--- config.mk ---
export PLATFORM = sky130hd
export DESIGN_NAME = node_net_if_flat
export DESIGN_NICKNAME = d
export VERILOG_FILES = /design/src/rtl/noc_pkg.sv /design/src/rtl/node_net_if_if.sv /design/src/rtl/sync_fifo.sv /design/src/rtl/node_net_if.sv /design/src/flat_wrapper.sv
export SDC_FILE = /design/constraint.sdc
export NUM_CORES = 1
export LEC_CHECK = 0
export ABC_CLOCK_PERIOD_IN_PS = 3200
export BUFFER_PORTS_ARGS = -buffer_cell sky130_fd_sc_hd__buf_4
export CAP_MARGIN = 40
export CORE_UTILIZATION = 36
export DETAILED_ROUTE_END_ITERATION = 10
export GPL_ROUTABILITY_DRIVEN = 0
export SYNTH_ARGS = -nofsm -noshare
export SYNTH_HDL_FRONTEND = slang
export SYNTH_SLANG_ARGS = --single-unit
--- constraint.sdc ---
create_clock -name clk -period 3.2 [get_ports clk]
set_clock_uncertainty 0.15 [all_clocks]
set_input_delay 0.32 -clock clk [delete_from_list [all_inputs] [get_ports clk]]
set_output_delay 0.32 -clock clk [all_outputs]
set_load 0.005 [all_outputs]
--- src/rtl/noc_pkg.sv ---
// Shared flit layout for the mesh node interface: {dst, src, payload}.
// Default widths, field offsets and field pack/unpack helpers.
package noc_pkg;

    localparam int DEF_FLIT_W = 20;
    localparam int DEF_POS_W  = 4;

    localparam int PL_W    = DEF_FLIT_W - 2*DEF_POS_W;
    localparam int SRC_LSB = PL_W;
    localparam int DST_LSB = PL_W + DEF_POS_W;

    typedef logic [DEF_FLIT_W-1:0] flit_t;
    typedef logic [DEF_POS_W-1:0]  pos_t;
    typedef logic [PL_W-1:0]       payload_t;

    function automatic pos_t flit_dst(input flit_t f);
        return f[DST_LSB +: DEF_POS_W];
    endfunction

    function automatic pos_t flit_src(input flit_t f);
        return f[SRC_LSB +: DEF_POS_W];
    endfunction

    function automatic payload_t flit_payload(input flit_t f);
        return f[PL_W-1:0];
    endfunction

    function automatic flit_t make_flit(input pos_t dst, input pos_t src, input payload_t pl);
        return {dst, src, pl};
    endfunction

endpackage

--- src/rtl/node_net_if_if.sv ---
// PE-side and router-side signal bundle of the node network interface.
// slave is the interface block itself; master is the PE plus router.
interface node_net_if_if
    import noc_pkg::*;
#(
    parameter int FLIT_W = DEF_FLIT_W,
    parameter int POS_W  = DEF_POS_W
);

    localparam int PAY_W = FLIT_W - 2*POS_W;

    logic [PAY_W-1:0]  tx_data;
    logic [POS_W-1:0]  tx_dst;
    logic              tx_valid;
    logic              tx_ready;

    logic [FLIT_W-1:0] inj_flit;
    logic              inj_valid;
    logic              inj_credit;

    logic [FLIT_W-1:0] ej_flit;
    logic              ej_valid;
    logic              ej_credit;

    logic [PAY_W-1:0]  rx_data;
    logic [POS_W-1:0]  rx_src;
    logic              rx_valid;
    logic              rx_ready;

    modport slave (
        input  tx_data, tx_dst, tx_valid, inj_credit, ej_flit, ej_valid, rx_ready,
        output tx_ready, inj_flit, inj_valid, ej_credit, rx_data, rx_src, rx_valid
    );

    modport master (
        output tx_data, tx_dst, tx_valid, inj_credit, ej_flit, ej_valid, rx_ready,
        input  tx_ready, inj_flit, inj_valid, ej_credit, rx_data, rx_src, rx_valid
    );

endinterface

--- src/rtl/sync_fifo.sv ---
// Show-ahead synchronous FIFO; DEPTH must be a power of two.
// A write while full is accepted only when a read frees a slot on the same edge.
module sync_fifo #(
    parameter int WIDTH = 8,
    parameter int DEPTH = 4
) (
    input  logic             clk,
    input  logic             rst_n,
    input  logic             wr_en,
    input  logic [WIDTH-1:0] wr_data,
    input  logic             rd_en,
    output logic [WIDTH-1:0] rd_data,
    output logic             full,
    output logic             empty
);

    localparam int AW = $clog2(DEPTH);

    logic [WIDTH-1:0] mem [DEPTH];
    logic [AW-1:0]    wr_ptr;
    logic [AW-1:0]    rd_ptr;
    logic [AW:0]      count;
    logic             do_wr;
    logic             do_rd;

    assign full    = (count == (AW+1)'(DEPTH));
    assign empty   = (count == '0);
    assign do_rd   = rd_en && !empty;
    assign do_wr   = wr_en && (!full || do_rd);
    assign rd_data = mem[rd_ptr];

    always_ff @(posedge clk) begin
        if (do_wr) mem[wr_ptr] <= wr_data;
    end

    always_ff @(posedge clk or negedge rst_n) begin
        if (!rst_n) begin
            wr_ptr <= '0;
            rd_ptr <= '0;
            count  <= '0;
        end else begin
            if (do_wr) wr_ptr <= wr_ptr + 1'b1;
            if (do_rd) rd_ptr <= rd_ptr + 1'b1;
            case ({do_wr, do_rd})
                2'b10:   count <= count + 1'b1;
                2'b01:   count <= count - 1'b1;
                default: count <= count;
            endcase
        end
    end

endmodule

--- src/rtl/node_net_if.sv ---
// Network interface between a PE and the local port of a mesh router:
// buffered injection under router credits, buffered ejection returning credits.
module node_net_if
    import noc_pkg::*;
#(
    parameter int  FLIT_W    = DEF_FLIT_W,
    parameter int  POS_W     = DEF_POS_W,
    parameter int  INJ_DEPTH = 4,
    parameter int  EJ_DEPTH  = 4,
    parameter int  CREDITS   = 4,
    localparam int CNT_W     = $clog2(CREDITS+1)
) (
    input  logic             clk,
    input  logic             RST,
    input  logic [POS_W-1:0] position,
    node_net_if_if.slave     bus,
    output logic [CNT_W-1:0] credit_cnt,
    output logic             err_misroute,
    output logic             err_overflow,
    output logic             err_credit
);

    localparam int PAY_W  = FLIT_W - 2*POS_W;
    localparam int RX_W   = POS_W + PAY_W;
    localparam int PEND_W = $clog2(EJ_DEPTH+1) + 1;
    localparam logic [CNT_W-1:0] CREDIT_MAX = CNT_W'(CREDITS);

    logic              inj_full;
    logic              inj_empty;
    logic              inj_push;
    logic              inj_pop;
    logic [FLIT_W-1:0] inj_head;
    logic [FLIT_W-1:0] inj_flit_q;
    logic              inj_valid_q;

    assign bus.tx_ready  = !inj_full;
    assign inj_push      = bus.tx_valid && !inj_full;
    assign inj_pop       = !inj_empty && (credit_cnt != '0);
    assign bus.inj_flit  = inj_flit_q;
    assign bus.inj_valid = inj_valid_q;

    sync_fifo #(.WIDTH(FLIT_W), .DEPTH(INJ_DEPTH)) u_inj_fifo (
        .clk     (clk),
        .rst_n   (RST),
        .wr_en   (inj_push),
        .wr_data ({bus.tx_dst, position, bus.tx_data}),
        .rd_en   (inj_pop),
        .rd_data (inj_head),
        .full    (inj_full),
        .empty   (inj_empty)
    );

    // A returned credit is only usable from the following edge; no bypass into inj_pop.
    always_ff @(posedge clk or negedge RST) begin
        if (!RST) begin
            inj_valid_q <= 1'b0;
            inj_flit_q  <= '0;
            credit_cnt  <= CREDIT_MAX;
            err_credit  <= 1'b0;
        end else begin
            inj_valid_q <= inj_pop;
            if (inj_pop) inj_flit_q <= inj_head;
            case ({inj_pop, bus.inj_credit})
                2'b10: credit_cnt <= credit_cnt - 1'b1;
                2'b01: begin
                    if (credit_cnt == CREDIT_MAX) err_credit <= 1'b1;
                    else                          credit_cnt <= credit_cnt + 1'b1;
                end
                default: credit_cnt <= credit_cnt;
            endcase
        end
    end

    logic [POS_W-1:0]  ej_dst;
    logic              ej_full;
    logic              ej_empty;
    logic              ej_hit;
    logic              ej_write;
    logic              ej_discard;
    logic              rx_pop;
    logic [RX_W-1:0]   rx_head;
    logic [PEND_W-1:0] pend;
    logic [PEND_W-1:0] pend_add;
    logic              pend_issue;
    logic              ej_credit_q;

    assign ej_dst     = bus.ej_flit[RX_W +: POS_W];
    assign ej_hit     = bus.ej_valid && (ej_dst == position);
    assign ej_write   = ej_hit && !ej_full;
    // Misrouted flits still held a router credit, so hand it back unless the flit overflowed.
    assign ej_discard = bus.ej_valid && !ej_hit && !ej_full;
    assign rx_pop     = !ej_empty && bus.rx_ready;
    assign pend_issue = (pend != '0);
    assign pend_add   = PEND_W'(rx_pop) + PEND_W'(ej_discard);

    assign bus.rx_valid  = !ej_empty;
    assign bus.rx_src    = rx_head[RX_W-1 -: POS_W];
    assign bus.rx_data   = rx_head[PAY_W-1:0];
    assign bus.ej_credit = ej_credit_q;

    sync_fifo #(.WIDTH(RX_W), .DEPTH(EJ_DEPTH)) u_ej_fifo (
        .clk     (clk),
        .rst_n   (RST),
        .wr_en   (ej_write),
        .wr_data (bus.ej_flit[RX_W-1:0]),
        .rd_en   (rx_pop),
        .rd_data (rx_head),
        .full    (ej_full),
        .empty   (ej_empty)
    );

    always_ff @(posedge clk or negedge RST) begin
        if (!RST) begin
            pend         <= '0;
            ej_credit_q  <= 1'b0;
            err_misroute <= 1'b0;
            err_overflow <= 1'b0;
        end else begin
            pend        <= pend + pend_add - PEND_W'(pend_issue);
            ej_credit_q <= pend_issue;
            if (bus.ej_valid && !ej_hit) err_misroute <= 1'b1;
            if (bus.ej_valid && ej_full) err_overflow <= 1'b1;
        end
    end

endmodule
--- src/flat_wrapper.sv ---
// flat-port wrapper written by rule: the top's interface ports become plain ports
module node_net_if_flat import noc_pkg::*;
#(
    parameter int  FLIT_W    = DEF_FLIT_W,
    parameter int  POS_W     = DEF_POS_W,
    parameter int  INJ_DEPTH = 4,
    parameter int  EJ_DEPTH  = 4,
    parameter int  CREDITS   = 4,
    localparam int CNT_W     = $clog2(CREDITS+1)
)
  (clk, RST, position, credit_cnt, err_misroute, err_overflow, err_credit, bus_tx_data, bus_tx_dst, bus_tx_valid, bus_inj_credit, bus_ej_flit, bus_ej_valid, bus_rx_ready, bus_tx_ready, bus_inj_flit, bus_inj_valid, bus_ej_credit, bus_rx_data, bus_rx_src, bus_rx_valid);
  node_net_if_if #(.FLIT_W(FLIT_W), .POS_W(POS_W)) bus_i ();
  input  logic clk;
  input  logic RST;
  input  logic [POS_W-1:0] position;
  output logic [CNT_W-1:0] credit_cnt;
  output logic err_misroute;
  output logic err_overflow;
  output logic err_credit;
  input wire logic [$bits(bus_i.tx_data)-1:0] bus_tx_data;
  input wire logic [$bits(bus_i.tx_dst)-1:0] bus_tx_dst;
  input wire logic [$bits(bus_i.tx_valid)-1:0] bus_tx_valid;
  input wire logic [$bits(bus_i.inj_credit)-1:0] bus_inj_credit;
  input wire logic [$bits(bus_i.ej_flit)-1:0] bus_ej_flit;
  input wire logic [$bits(bus_i.ej_valid)-1:0] bus_ej_valid;
  input wire logic [$bits(bus_i.rx_ready)-1:0] bus_rx_ready;
  output wire logic [$bits(bus_i.tx_ready)-1:0] bus_tx_ready;
  output wire logic [$bits(bus_i.inj_flit)-1:0] bus_inj_flit;
  output wire logic [$bits(bus_i.inj_valid)-1:0] bus_inj_valid;
  output wire logic [$bits(bus_i.ej_credit)-1:0] bus_ej_credit;
  output wire logic [$bits(bus_i.rx_data)-1:0] bus_rx_data;
  output wire logic [$bits(bus_i.rx_src)-1:0] bus_rx_src;
  output wire logic [$bits(bus_i.rx_valid)-1:0] bus_rx_valid;
  assign bus_i.tx_data = bus_tx_data;
  assign bus_i.tx_dst = bus_tx_dst;
  assign bus_i.tx_valid = bus_tx_valid;
  assign bus_i.inj_credit = bus_inj_credit;
  assign bus_i.ej_flit = bus_ej_flit;
  assign bus_i.ej_valid = bus_ej_valid;
  assign bus_i.rx_ready = bus_rx_ready;
  assign bus_tx_ready = bus_i.tx_ready;
  assign bus_inj_flit = bus_i.inj_flit;
  assign bus_inj_valid = bus_i.inj_valid;
  assign bus_ej_credit = bus_i.ej_credit;
  assign bus_rx_data = bus_i.rx_data;
  assign bus_rx_src = bus_i.rx_src;
  assign bus_rx_valid = bus_i.rx_valid;
  node_net_if #(.FLIT_W(FLIT_W), .POS_W(POS_W), .INJ_DEPTH(INJ_DEPTH), .EJ_DEPTH(EJ_DEPTH), .CREDITS(CREDITS)) u_core (.clk(clk), .RST(RST), .position(position), .bus(bus_i), .credit_cnt(credit_cnt), .err_misroute(err_misroute), .err_overflow(err_overflow), .err_credit(err_credit));
endmodule
==> metrics, run 1 <==
worst skew pair latency=430 ps; Placed Area=8519 µm²; CTS tree=done; Seq/Total Area, Yosys=72.97%; Gate Count Post-Synth=419; FP Rows=52; xor and xnor area share after synthesis=2.217%; first-pass GRT wire length=22.28 mm; FF+latch count, synth=190; Slew HR=45.42%; core area=20360 µm²; Hold Buf Count CTS=38; Cells after DPL=778; adder-cell share of the synthesized area=3.901%; Starting Density=36.85%; Final Setup Violations=0; mapped cell area=7505 µm²; FILL cells=1762; Max Cap Violations=0; Yosys top cell area share=57.62%; RSZ-0062 raised after global routing=no; Synth area leader=edfxtp_1; initial antenna violation count=0; GR Overflow Total=0; DRC=0; Unique masters post-synth=37; peak supply drop=0.4568 mV; Layout Cells excl Fill=848; Hold Vio Cnt, Final=0; DIE WIDTH=146.4 µm; CP Class=input port to flop; multi-input combinational cell area=1826 µm²; number of port buffers=91; Post-Route WL=14.05 mm; CTS max path bufs=2; Post-synth top cells=edfxtp_1, nand2_1, dfrtp_1; cell with the most instances after synthesis=edfxtp_1; Via density=4.717; Post-synth EDFFs=144; crit path max-delay cell type=dlygate4sd3_1; startpoint types=input port; CTS sink count=190; fraction of layout cells with a size suffix above 1=30.80%; HP Class=input port to flop; top post-synthesis cells by area=edfxtp_1, dfrtp_1, mux4_2, nand2_1, ha_1; Syn Area/Cell=17.91 µm²; DR iter-0 viols=176; storage element area=5477 µm²; largest net degree at the start of global routing=47; CP Data Required Time=3410 ps; worst-path cell chain=dlygate4sd3_1, buf_4, xnor2_1, nand4_1, nor2b_1, ha_1, inv_1, ha_1, inv_1, ha_1, a21o_1, a21oi_1, xor2_1; simple-gate share of the synthesized area=5.468%; status=finished clean; ratio of final minimum period to clock period=86.41%; Crit. End Element=flop; Least-Margin Pin Slew=818.7 ps; number of nets with antenna violations after routing=0; per-cell routed wire length=16.57 µm; largest family of logic cells by synthesized area=multiplexers; postcts setup bufs=0; Fin Setup TNS=0 ps; Worst path most repeated cell=ha_1; Fmax=0.3617 GHz; Post-DP HPWL=8.780 mm; nets=632; Post-synth ARST share=24.21%; syn nets=486; drt pass-1 iters=4; ant diodes=0; post-synthesis mux area share=11.39%; yosys warns=0; H-tree Lvls=4; ys flop type=edfxtp_1; PwrDens=880.0 nW/µm²; CTS root buf=clkbuf_16; die height=146.4 µm; Min Hold Slack=39.31 ps; Clock Pin Slew Worst Setup and Hold Paths=80 ps; Slowest Stage Delay on Critical Path=540 ps; vias in the first global route=4205; P_leak=3.665 nW; compound-gate portion of the synthesized area=1.350%; Arr. time, crit path=2970 ps; Area Overhead vs Synth=26.53%; full die area=21430 µm²; gr usage total=13.93%; Ports=92; total CTS buffers=17; post-layout min period=2765 ps; total power=8.356 mW; post-route cell area=9495 µm²; Slew Limit Fails=0; CP max FO=5; routed vias=4000; CTS resizes=0
path summary, 6_finish.rpt:
kind / from / to / slack (ps) / depth (start not counted)
setup / recovery: position[3] / u_core.pend[3]$_DFF_PN0_ / 430 / 13
hold / removal: bus_inj_credit / u_core.credit_cnt[2]$_DFFE_PN1P_ / 40 / 3
setup reg to reg: u_core.u_ej_fifo.count[0]$_DFFE_PN0P_ / u_core.pend[3]$_DFF_PN0_ / 650 / 10
hold reg to reg: u_core.err_credit$_DFFE_PN0P_ / u_core.err_credit$_DFFE_PN0P_ / 320 / 1
max in group asynchronous: RST / u_core.u_inj_fifo.count[2]$_DFFE_PN0P_ / 2150 / 2
min in group asynchronous: RST / u_core.bus.inj_flit[1]$_DFFE_PN0P_ / 310 / 2
critical path, delay by kind of cell:
kind,cells,cell delay [ps]
simple gates,2,410
fa+ha+maj,3,670
buf+inv,4,830
xor+xnor,2,410
compound gates,2,340
where the power goes:
| group | switching, mW | internal, mW |
|---|---|---|
| clock | 1.02 | 1.08 |
| combinational | 1.36 | 1.38 |
| sequential | 0.298 | 3.22 |
| total | 2.68 | 5.68 |
kinds of logic after synthesis:
| logic type | count (synthesis) |
|---|---|
| adder cells (fa/ha/maj) | 21 |
| AND/OR/NAND/NOR | 93 |
| buffers and inverters | 41 |
| multiplexers | 40 |
| flip-flops | 190 |
| AO/OA/AOI/OAI | 15 |
| XOR/XNOR | 19 |
flip-flops by register name (all words and copies together) (netlist names), 2 cells and up:
name / cells
u_core.pend: 4
u_core.u_ej_fifo.mem: 64
u_core.u_inj_fifo.count: 3
u_core.u_inj_fifo.wr_ptr: 2
u_core.u_ej_fifo.count: 3
u_core.u_ej_fifo.rd_ptr: 2
u_core.bus.inj_flit: 20
u_core.u_inj_fifo.rd_ptr: 2
u_core.u_ej_fifo.wr_ptr: 2
u_core.u_inj_fifo.mem: 80
u_core.credit_cnt: 3
metal layers:
layer  global-route usage (%)  up-vias  share of wire [%]
li1                         -     1838                  -
met1                    17.73     2050                 45
met2                    22.81       97                 49
met3                    4.000       15                4.6
met4                    4.844        0                1.3
met5                        0        -                  0
metrics by stage:
step	utilization, %	setup WS [ps]
2_1_floorplan	-	817.9
3_3_place_gp	41.83	640.0
3_5_place_dp	41.83	525.3
4_1_cts	46.63	400.1
5_1_grt	46.63	280.3
6_report	46.63	435.0
cell type report:
cell class / count / share of cell area [%]
clock buffers: 18 / 4.625
clock inverters: 14 / 1.647
well taps: 270 / 3.558
multi-input cells: 188 / 19.23
repair buffers: 141 / 12.15
inverters: 27 / 1.120
flip-flops and latches: 190 / 57.68
layout by cell type (no fill, tap or decap), types with 14 or more instances in the layout:
cell type | synthesis | layout
buf_4 | 4 | 103
nand2_1 | 65 | 65
mux4_2 | 36 | 36
clkbuf_16 | 0 | 17
ha_1 | 17 | 17
xnor2_1 | 14 | 14
dlygate4sd3_1 | 0 | 38
edfxtp_1 | 144 | 144
inv_1 | 26 | 26
dfrtp_1 | 45 | 45
Power figures use the tool's default switching activity.
==> inputs of run 2 (changes only) <==
- SYNTH_HIERARCHICAL: default -> 1
==> run 2 against run 1 <==
Core utilization shrank 0.59 points. Critical endpoint is now u_core/u_ej_fifo/count[2]$_DFFE_PN0P_. Combinational power grew 7%. Via count shrank 4.3%. Hold slack gained 210 ps. Highest routed layer unchanged. Largest power group unchanged. Maximum frequency grew 5.5%. Routed wire length shrank 0.54%. Clock-buffer cell count shrank 1.
==> metrics, run 2 <==
CTS max path bufs=2; H-tree Lvls=4; ys flop type=edfxtp_1; mapped cell area=7665 µm²; Post-synth EDFFs=144; peak supply drop=0.4439 mV; P_leak=3.654 nW; FF+latch count, synth=190; DRC=0; Unique masters post-synth=43; number of nets with antenna violations after routing=0; CTS root buf=clkbuf_16; routed vias=3829; Largest Register=u_core/u_inj_fifo/mem; drt pass-1 iters=4; status=finished clean; reg2reg path depth=11; Slew HR=46.73%; Seq/Total Area, Yosys=71.45%; Starting Density=36.58%; HP Class=input port to flop; Slew Limit Fails=0; full die area=21880 µm²; Yosys top cell area share=56.42%; Fmax=0.3816 GHz; Area Overhead vs Synth=25.87%; nets=587; Crit. End Element=flop; Hold Crit Start=bus_rx_ready; multi-input combinational cell area=1988 µm²; WHS Endpoint=u_core/u_ej_fifo/wr_ptr[0]$_DFFE_PN0P_; final core utilization=46.04%; CP Class=input port to flop; RSZ-0062 raised after global routing=no; Hold Vio Cnt, Final=0; syn nets=447; cell with the most instances after synthesis=edfxtp_1; Worst R2R End=u_core/u_ej_fifo/count[2]$_DFFE_PN0P_; post-layout min period=2621 ps; startpoint types=input port; core area=20960 µm²; first-pass GRT wire length=22.40 mm; total CTS buffers=17; CP max FO=7; top post-synthesis cells by area=edfxtp_1, dfrtp_1, mux4_2, mux2_4, ha_1; per-cell routed wire length=17.25 µm; R2R Path Start=u_core/u_ej_fifo/count[0]$_DFFE_PN0P_; gr usage total=13.88%; PwrDens=904.0 nW/µm²; CP Data Required Time=3370 ps; largest net degree at the start of global routing=47; GR Overflow Total=0; Hold Path Stages=5; Setup crit start=position[2]; Post-Route WL=13.97 mm; initial antenna violation count=0; DIE WIDTH=147.9 µm; commonest non-fill, non-tap cell in the layout=edfxtp_1; Syn Area/Cell=20.07 µm²; Post-DP HPWL=8.666 mm; Ports=92; storage element area=5477 µm²; commonest cells after routing, fill and taps aside=edfxtp_1, buf_4, dfrtp_1; Min Hold Slack=248.1 ps; Gate Count Post-Synth=382; Via density=4.727; FP Rows=53; Cells after DPL=739; reg-to-reg slack, setup=710 ps; CTS sink count=190; Fin Setup TNS=0 ps; ratio of final minimum period to clock period=81.90%; Synth area leader=edfxtp_1; Max Cap Violations=0; ant diodes=0; fraction of layout cells with a size suffix above 1=37.94%; Post-synth ARST share=24.21%; yosys warns=6; Clock Pin Slew Worst Setup and Hold Paths=70 ps; worst skew pair latency=430 ps; number of port buffers=91; Post-synth top cells=edfxtp_1, dfrtp_1, mux4_2; Least-Margin Pin Slew=799.0 ps; die height=147.9 µm; FILL cells=1838; Arr. time, crit path=2790 ps; Final Setup Violations=0; vias in the first global route=4172; number of flip-flops in the largest register=80; postcts setup bufs=0; DR iter-0 viols=173; Layout Cells excl Fill=810; CTS tree=done
-- run 2: changes by cell type after synthesis, moves of 4 or more --
cell     change
nand2_1     -59
mux2_4      +21
and2_2       +8
and2_1       -7
and3_1       -4
xnor2_1      -4
-- run 2: power by group --
group / leakage, nW / switching [mW] / internal (mW)
combinational: 1.51 / 1.26 / 1.67
sequential: 1.83 / 0.361 / 3.23
clock: 0.308 / 1.06 / 1.15
-- run 2: layer usage --
metal  vias to the layer above  global-route usage (%)  part of all wire, %
li1                       1748                       -                    -
met1                      1980                   16.59                   43
met2                        86                   23.35                   50
met3                        15                   4.475                  5.3
met4                         0                   5.258                  1.1
met5                         -                       0                    0
-- run 2: what timing repair did --
item	4_1_cts	5_1_grt
resized for setup	0	0
hold buffers	39	0
hold endpoints to repair	192	0
-- run 2: metrics by stage --
step           setup slack [ps]  total power, mW  cell area, µm²
4_1_cts                   590.0            8.883            9648
3_3_place_gp              724.6            6.481            8620
2_1_floorplan             716.9            5.627            7665
6_report                  579.1            8.722            9648
3_5_place_dp              702.2            6.608            8620
5_1_grt                   434.7            9.246            9648
-- run 2: final cells by class --
| type | instances | area share [%] |
|---|---|---|
| sequential | 190 | 56.76 |
| clock inverter | 15 | 2.205 |
| multi-input combinational | 154 | 20.61 |
| timing repair buffer | 135 | 11.52 |
| inverter | 24 | 0.9337 |
| tap | 275 | 3.566 |
| clock buffer | 17 | 4.409 |
-- run 2: cells by family after synthesis --
| kind of cell | synth area share [%] |
|---|---|
| AND/OR/NAND/NOR | 2.743 |
| multiplexers | 15.25 |
| flip-flops | 71.45 |
| adder cells (fa/ha/maj) | 3.591 |
| XOR/XNOR | 2.057 |
| buffers and inverters | 2.612 |
| AO/OA/AOI/OAI | 2.302 |
-- run 2: worst max path at each step --
stage	endpoint	slack, ps	cells after the start
after floorplan	u_core/u_inj_fifo/count[2]$_DFFE_PN0P_	720	11
after global placement	u_core/u_ej_fifo/count[2]$_DFFE_PN0P_	720	12
after detailed placement	u_core/u_ej_fifo/count[1]$_DFFE_PN0P_	700	10
after CTS	bus_rx_data[6]	590	3
after global routing	u_core/u_ej_fifo/count[2]$_DFFE_PN0P_	430	13
final	u_core/u_ej_fifo/count[2]$_DFFE_PN0P_	580	13
-- run 2: worst max-delay path, cell delays in order --
cell and delay, ps:
dlygate4sd3_1 530, buf_4 150, xnor2_1 150, nand4_1 270, nor3b_1 310, o21a_4 200
inv_1 50, ha_1 210, inv_1 70, fa_1 170, xor2_1 140, nor2_1 60
xor2_1 140
==> inputs of run 3 (changes only) <==
- ABC_CLOCK_PERIOD_IN_PS: 3200 -> 2650
- clock period: 3.2 -> 2.65 ns (I/O delays scaled with it)
==> run 3 against run 2 <==
The run now ends with design-rule violations left. Largest cell class unchanged. Highest routed layer unchanged. Sequential share of layout area fell by 0.34 points. Register-to-register slack worse by 540 ps. Combinational power is 26% higher. Critical path type is now flop to flop. Largest power group unchanged. Clock-buffer cell count up 1. Global-route usage down 0.092 points. Die area unchanged. Sequential cell count stayed put.
==> metrics, run 3 (synthesis gave the netlist of run 2 again) <==
status=finished with violations; failing checks=design-rule violations; CP max FO=11; fraction of layout cells with a size suffix above 1=39.08%; GR Overflow Total=0; Slew HR=57.04%; crit path capture=u_core/u_inj_fifo/count[2]$_DFFE_PN0P_; Largest Register=u_core/u_inj_fifo/mem; final core utilization=46.32%; CTS root buf=clkbuf_16; CP Class=flop to flop; Slew Limit Fails=0; peak supply drop=0.5630 mV; CP Data Required Time=2850 ps; P_leak=3.687 nW; Reg power frac=41.0%; Crit. End Element=flop; reg2reg path depth=11; reg-to-reg slack, setup=170 ps; Fmax=0.4040 GHz; Via density=4.707; Switching Fraction=30.36%; H-tree Lvls=4; total power=10.39 mW; Post-Route WL=13.95 mm; PwrDens=1071 nW/µm²; startpoint types=flop; drt pass-1 iters=7; initial antenna violation count=0; Max Cap Violations=0; DIE WIDTH=147.9 µm; DR iter-0 viols=162; Fin Setup TNS=0 ps; Area Overhead vs Synth=26.64%; CTS tree=done; ant diodes=0; Clock Pin Slew Worst Setup and Hold Paths=70 ps; Clock Power Share=23.6%; Placed Area=8725 µm²; vias in the first global route=4189; post-layout min period=2475 ps; HP Class=input port to flop; Least-Margin Pin Slew=644.3 ps; number of flip-flops in the largest register=80; Int Power=7.236 mW; number of nets with antenna violations after routing=0; CTS max path bufs=2; commonest non-fill, non-tap cell in the layout=edfxtp_1; Post-DP HPWL=8.677 mm; worst skew pair latency=420 ps; first-pass GRT wire length=22.30 mm; R2R Path Start=u_core/u_inj_fifo/count[0]$_DFFE_PN0P_; full die area=21880 µm²; Worst R2R End=u_core/u_inj_fifo/count[2]$_DFFE_PN0P_; FP Rows=53; commonest cells after routing, fill and taps aside=edfxtp_1, buf_4, dfrtp_1; Arr. time, crit path=2670 ps; die height=147.9 µm; core area=20960 µm²; gr usage total=13.78%; RSZ-0062 raised after global routing=no; largest net degree at the start of global routing=47; number of port buffers=91; Starting Density=36.58%; switching power=3.155 mW; routed vias=3860; logic gate share of total power=35.4%; nets=597; Hold Vio Cnt, Final=0; Final Setup Violations=0; CTS sink count=190; Setup crit start=u_core/u_inj_fifo/count[0]$_DFFE_PN0P_; ratio of final minimum period to clock period=93.41%; Ports=92; per-cell routed wire length=17.01 µm; total CTS buffers=17; post-route cell area=9707 µm²; Min Hold Slack=179.8 ps; DRC=2
[run 3: changes by cell type in the layout (fill, tap and decap cells not counted), moves of 2 or more]
cell,before,now
buf_4,96,103
inv_6,2,6
buf_12,0,3
clkinv_8,6,4
inv_8,3,1
[run 3: worst min path at each step]
stage,depth (start not counted),end,start,slack (ps)
2_1_floorplan,0,u_core/bus.ej_credit$_DFF_PN0_,RST,-180
3_3_place_gp,1,u_core/bus.inj_flit[4]$_DFFE_PN0P_,RST,200
3_5_place_dp,1,u_core/bus.inj_flit[4]$_DFFE_PN0P_,RST,210
4_1_cts,4,u_core/err_misroute$_DFFE_PN0P_,bus_ej_flit[17],200
5_1_grt,5,u_core/err_misroute$_DFFE_PN0P_,bus_ej_flit[17],190
6_report,5,u_core/err_misroute$_DFFE_PN0P_,bus_ej_flit[17],180
[run 3: cell type report]
type	instances	area, µm²
Clock buffer	18	429.2
Clock inverter	14	150.1
Fill cell	1820	11250
Inverter	24	90.09
Multi-Input combinational cell	154	1993
Sequential cell	190	5477
Tap cell	275	344.1
Timing Repair Buffer	145	1224
[run 3: critical path, stage by stage, from the launching register on]
cell	delay, ps
dfrtp_1	440
nor3_1	200
buf_4	210
nor2_4	60
o21a_4	240
inv_1	60
ha_1	170
inv_1	60
fa_1	370
xor2_1	150
nor2_1	130
xor2_1	160
[run 3: metal layers]
metal	GRT usage [%]	share of wire [%]
met1	16.74	44
met3	4.290	5.1
met5	0	0
met4	4.227	0.96
met2	23.47	50
[run 3: power groups by stage]
stage,clock network [mW],logic [mW],registers (mW)
after detailed placement,0,3.73,4.32
after floorplan,0,2.57,4.22
after global placement,0,3.59,4.29
final,2.45,3.68,4.26
after CTS,2.54,3.78,4.27
after global routing,2.65,4.03,4.35
[run 3: what timing repair did]
item,4_1_cts,5_1_grt
hold buffers,39,0
resized for setup,0,1
buffers inserted,0,1
hold endpoints to repair,194,0
setup endpoints to repair,0,17
[run 3: metrics by stage]
stage / cells / worst slack (ps)
floorplan: 382 / 166.9
global placement: 748 / 208.0
detailed placement: 748 / 140.3
CTS: 819 / 29.29
global route: 820 / 21.01
finish: 820 / 174.5
